==> config.mk <==
export PLATFORM = sky130hd
export DESIGN_NAME = accum_seq_ctrl
export DESIGN_NICKNAME = d
export VERILOG_FILES = /design/src/rtl/accum_seq_ctrl.sv
export SDC_FILE = /design/constraint.sdc
export NUM_CORES = 1
export LEC_CHECK = 0
export ABC_AREA = 1
export BUFFER_PORTS_ARGS = -buffer_cell sky130_fd_sc_hd__buf_2
export CORE_MARGIN = 2
export CORE_UTILIZATION = 37
export DETAILED_ROUTE_END_ITERATION = 10
export MAX_ROUTING_LAYER = met4
export PLACE_DENSITY = 0.67
export SLEW_MARGIN = 0
export SYNTH_ARGS = -nofsm -noshare
export SYNTH_HDL_FRONTEND = slang
export SYNTH_SLANG_ARGS = --single-unit
==> constraint.sdc <==
create_clock -name clk -period 2.1 [get_ports clk]
set_input_delay 0.105 -clock clk [delete_from_list [all_inputs] [get_ports clk]]
set_output_delay 0.105 -clock clk [all_outputs]
set_load 0.01 [all_outputs]
==> src/rtl/accum_seq_ctrl.sv <==
// Accumulator controller closing the loop around an external ripple-carry adder.
// Optional saturating arithmetic enabled by defining ACCUM_SAT_EN.
module accum_seq_ctrl #(
  parameter int unsigned WIDTH   = 4,
  parameter int unsigned MAX_OPS = 8
) (
  input  logic             clk,
  input  logic             resetn,
  input  logic             clear,
  input  logic             in_valid,
  input  logic [WIDTH-1:0] in_data,
  input  logic             in_sub,
  output logic             in_ready,
  output logic [WIDTH-1:0] add_a,
  output logic [WIDTH-1:0] add_b,
  output logic             add_cin,
  input  logic [WIDTH-1:0] add_s,
  input  logic             add_cout,
  output logic [WIDTH-1:0] acc,
  output logic             carry_flag,
  output logic             ovf_sticky,
  output logic [3:0]       op_count,
  output logic             done
);

  localparam int unsigned CNT_W = 4;

  typedef enum logic [1:0] {
    S_IDLE = 2'd0,
    S_SUM  = 2'd1,
    S_DONE = 2'd2
  } state_e;

  state_e             state_q, state_d;
  logic [WIDTH-1:0]   acc_q, acc_d;
  logic [WIDTH-1:0]   opnd_q, opnd_d;
  logic               sub_q, sub_d;
  logic               carry_q, carry_d;
  logic               ovf_q, ovf_d;
  logic [CNT_W-1:0]   cnt_q, cnt_d;
  logic               done_q, done_d;
  logic               ovf_now;

  // Adder drive: subtraction is acc + ~operand + 1
  assign add_a   = acc_q;
  assign add_b   = sub_q ? ~opnd_q : opnd_q;
  assign add_cin = sub_q;

  // A missing carry on subtract is a borrow
  assign ovf_now = sub_q ? ~add_cout : add_cout;

  assign in_ready   = (state_q == S_IDLE);
  assign acc        = acc_q;
  assign carry_flag = carry_q;
  assign ovf_sticky = ovf_q;
  assign op_count   = cnt_q;
  assign done       = done_q;

  always_ff @(posedge clk) begin
    if (!resetn) begin
      state_q <= S_IDLE;
      acc_q   <= '0;
      opnd_q  <= '0;
      sub_q   <= 1'b0;
      carry_q <= 1'b0;
      ovf_q   <= 1'b0;
      cnt_q   <= '0;
      done_q  <= 1'b0;
    end else begin
      state_q <= state_d;
      acc_q   <= acc_d;
      opnd_q  <= opnd_d;
      sub_q   <= sub_d;
      carry_q <= carry_d;
      ovf_q   <= ovf_d;
      cnt_q   <= cnt_d;
      done_q  <= done_d;
    end
  end

  always_comb begin
    state_d = state_q;
    acc_d   = acc_q;
    opnd_d  = opnd_q;
    sub_d   = sub_q;
    carry_d = carry_q;
    ovf_d   = ovf_q;
    cnt_d   = cnt_q;
    done_d  = done_q;

    if (clear) begin
      // Restart discards any in-flight result
      state_d = S_IDLE;
      acc_d   = '0;
      opnd_d  = '0;
      sub_d   = 1'b0;
      carry_d = 1'b0;
      ovf_d   = 1'b0;
      cnt_d   = '0;
      done_d  = 1'b0;
    end else begin
      case (state_q)
        S_IDLE: begin
          if (in_valid) begin
            opnd_d  = in_data;
            sub_d   = in_sub;
            state_d = S_SUM;
          end
        end
        S_SUM: begin
`ifdef ACCUM_SAT_EN
          if (ovf_now) acc_d = sub_q ? '0 : '1;
          else         acc_d = add_s;
`else
          acc_d = add_s;
`endif
          carry_d = add_cout;
          ovf_d   = ovf_q | ovf_now;
          cnt_d   = cnt_q + CNT_W'(1);
          if (cnt_d == CNT_W'(MAX_OPS)) begin
            state_d = S_DONE;
            done_d  = 1'b1;
          end else begin
            state_d = S_IDLE;
          end
        end
        S_DONE: begin
          state_d = S_DONE;
        end
        default: begin
          state_d = S_IDLE;
        end
      endcase
    end
  end

endmodule

==> results.tsv <==
stage	metric	value	unit
status	status	complete, no violations	
timing	final setup violation count	0	
die	chip width	49.2	um
logic_synthesis	Yosys reg bits	18	
layout	Final #Nets	143	
logic_synthesis	Yosys top cell by area	dfxtp_1	
layout	most frequent cells in the layout	34 x buf_2, 24 x nand2_1, 18 x dfxtp_1, 15 x a21oi_1, 8 x inv_1	
power	worst ir drop on vdd	0.342	mV
die	num rows	16	
drt	First DRT Iteration DRCs	7	
timing	Tcrit/Tclk final	57.8	%
place	Cells after DPL	150	
job	max_cap viols	0	
global_route	Overflow after GRT	0	
timing	Final WS setup	887	ps
drt	drt total wl	1480	um
setup_path	Startpoint Class	flop	
timing	RSZ-0062 raised after global routing	false	
logic_synthesis	Post-Syn Instances	96	
clocking	CTS H-tree depth	1	
drt	vias	669	
logic_synthesis	share of the synthesized area in the top cell type	47.6	%
layout	non-filler instance count after layout	153	
setup_path	crit path DAT	1110	ps
clocking	Clock transition at path regs	90	ps
setup_path	worst path bufs/invs	1	
drt	count of TritonRoute iterations in the first routing pass	4	
setup_path	critical path cell sequence	xor2_1 -> buf_2	
clocking	Post-CTS Resized	0	
setup_path	Critical-path top delay cell	dfxtp_1	
logic_synthesis	synth warn	0	
timing	Final Max Slew Viols	0	
setup_path	CP endpoint kind	primary output	
timing	setup_tns	0	ps
clocking	CTS Sinks	18	
die	IO Count	35	
logic_synthesis	post-synthesis sequential area ratio	47.6	%
timing	clock skew	1.75	ps
power	leakage	0.467	nW
layout	FILL cells	219	
global_route	total track usage	14.4	%
global_route	vias in the first global route	599	
global_route	pin count of the biggest net entering global routing	19	
clocking	hold_buf cts	0	
drt	WL per Instance	9.69	um
clocking	CTS Buf Count	3	
logic_synthesis	mapped cell area	757	um2
die	die area	0.00242	mm2
die	DIE HEIGHT	49.2	um
logic_synthesis	synth unique cells	19	
clocking	Clock Latency Late Sink	280	ps
timing	Rel. slew slack	60.7	%
place	routability cong.	0.781	
place	Place WS	1050	ps
drt	drt via density	4.37	
timing	Final Hold Vio Count	0	
place	HPWL Detailed	1130	um
logic_synthesis	Syn Area/Cell	7.89	um2
drt	ANT nets after route	0	
timing	Final min period	1210	ps
layout	Area growth syn-to-layout	23.1	%
die	initial core utilization	39.0	%
setup_path	CP required	2000	ps
logic_synthesis	top cells by area, synth	dfxtp_1 48%, nand2_1 12%, a21oi_1 9.9%	
clocking	clock buffer depth	2	
setup_path	slowest cell delay on critical path	480	ps
drt	Remaining DRCs	0	
clocking	Root Buffer Master	clkbuf_4	
power	P per Cell Area	616	mW/mm2
place	IO buf count	34	
timing	Max Fclk	824	MHz
setup_path	WS Path Type	flop to primary output	
hold_path	Min-Delay Path Class	input pin to flop	
timing	Slew @ Worst Pin	588	ps
setup_path	crit-path leading delay family	flip-flops	
global_route	first-pass GRT wire length	2640	um
global_route	antenna violations before repair	0	
clocking	CTS tree	done	
layout	share of layout cells above drive strength 1	34.1	%
logic_synthesis	Post-Syn Nets	111	
setup_path	Max FO, Critical Path	6	
layout	most common cell after layout, fill and taps aside	buf_2	
die	Core Footprint	0.00194	mm2
layout	Inserted Diodes	0	
clocking	post-CTS setup buffers	0	
## Yosys cell counts, drive strengths merged
cell type	count
a21oi	15
nand2	26
nor2	5
ha	1
nand4	1
or2	1
o21ai	1
a211oi	2
and3	1
nor3	1
xor2	5
nand3	2
inv	10
buf	7
dfxtp	18
## state kept, by name, indices dropped and copies added, names as in the netlist
signal	cells
ovf_sticky	1
acc	4
opnd_q	4
op_count	4
done	1
carry_flag	1
state_q	2
add_cin	1
## worst register-to-register path, delay by kind of cell, from the launching register on
| family | cells | cell delay, ps |
|---|---|---|
| flops | 1 | 320 |
| buf+inv | 2 | 250 |
| simple gates | 3 | 360 |
## per-stage QoR
| stage | hold slack (ps) | total power, mW | utilization, % | cell area, um2 |
|---|---|---|---|---|
| 3_3_place_gp | 355 | 0.419 | 46.8 | 910 |
| 4_1_cts | 52.3 | 0.584 | 48.0 | 932 |
| 5_1_grt | 44.0 | 0.612 | 48.0 | 932 |
| 3_5_place_dp | 365 | 0.420 | 46.8 | 910 |
| 2_1_floorplan | 248 | 0.396 | - | 757 |
| 6_report | 59.7 | 0.574 | 48.0 | 932 |
## per-layer routing
layer	part of all wire, %	global-route usage [%]	wire length [um]
met2	48	21.4	713
met3	2.8	1.84	42
met1	47	19.0	692
met4	2.4	7.14	36
met5	0	-	0
## kinds of logic after synthesis
logic type      count (synthesis)  synth area share [%]
buf+inv                        17                  11.7
compound gates                 18                  12.6
simple gates                   37                  20.7
flops                          18                  47.6
fa+ha+maj                       1                  1.65
xor+xnor                        5                  5.78
## power breakdown
part | total (mW) | internal, mW | switching (mW) | leakage [nW]
logic | 0.0582 | 0.0245 | 0.0337 | 0.308
registers | 0.353 | 0.347 | 0.00573 | 0.146
clock network | 0.163 | 0.0665 | 0.0963 | 0.0138
## layout make-up
class / instances / area, um2 / area share (%)
Multi-Input combinational cell: 61 / 308 / 33.0
Timing Repair Buffer: 34 / 170 / 18.3
Clock buffer: 3 / 22.5 / 2.42
Sequential cell: 18 / 360 / 38.7
Tap cell: 27 / 33.8 / 3.62
Inverter: 10 / 37.5 / 4.03
## final timing paths
kind	depth (start not counted)	slack, ps	endpoint	startpoint
hold reg to reg	2	450	done$_SDFFE_PP0P_	done$_SDFFE_PP0P_
setup / recovery	2	890	add_b[3]	add_cin$_SDFFE_PP0P_
setup reg to reg	5	1050	op_count[2]$_SDFFE_PP0N_	state_q[1]$_SDFFE_PP0P_
hold / removal	3	60	acc[0]$_SDFFE_PP0N_	add_s[0]
Note: power is estimated with default switching activity, not from simulation.
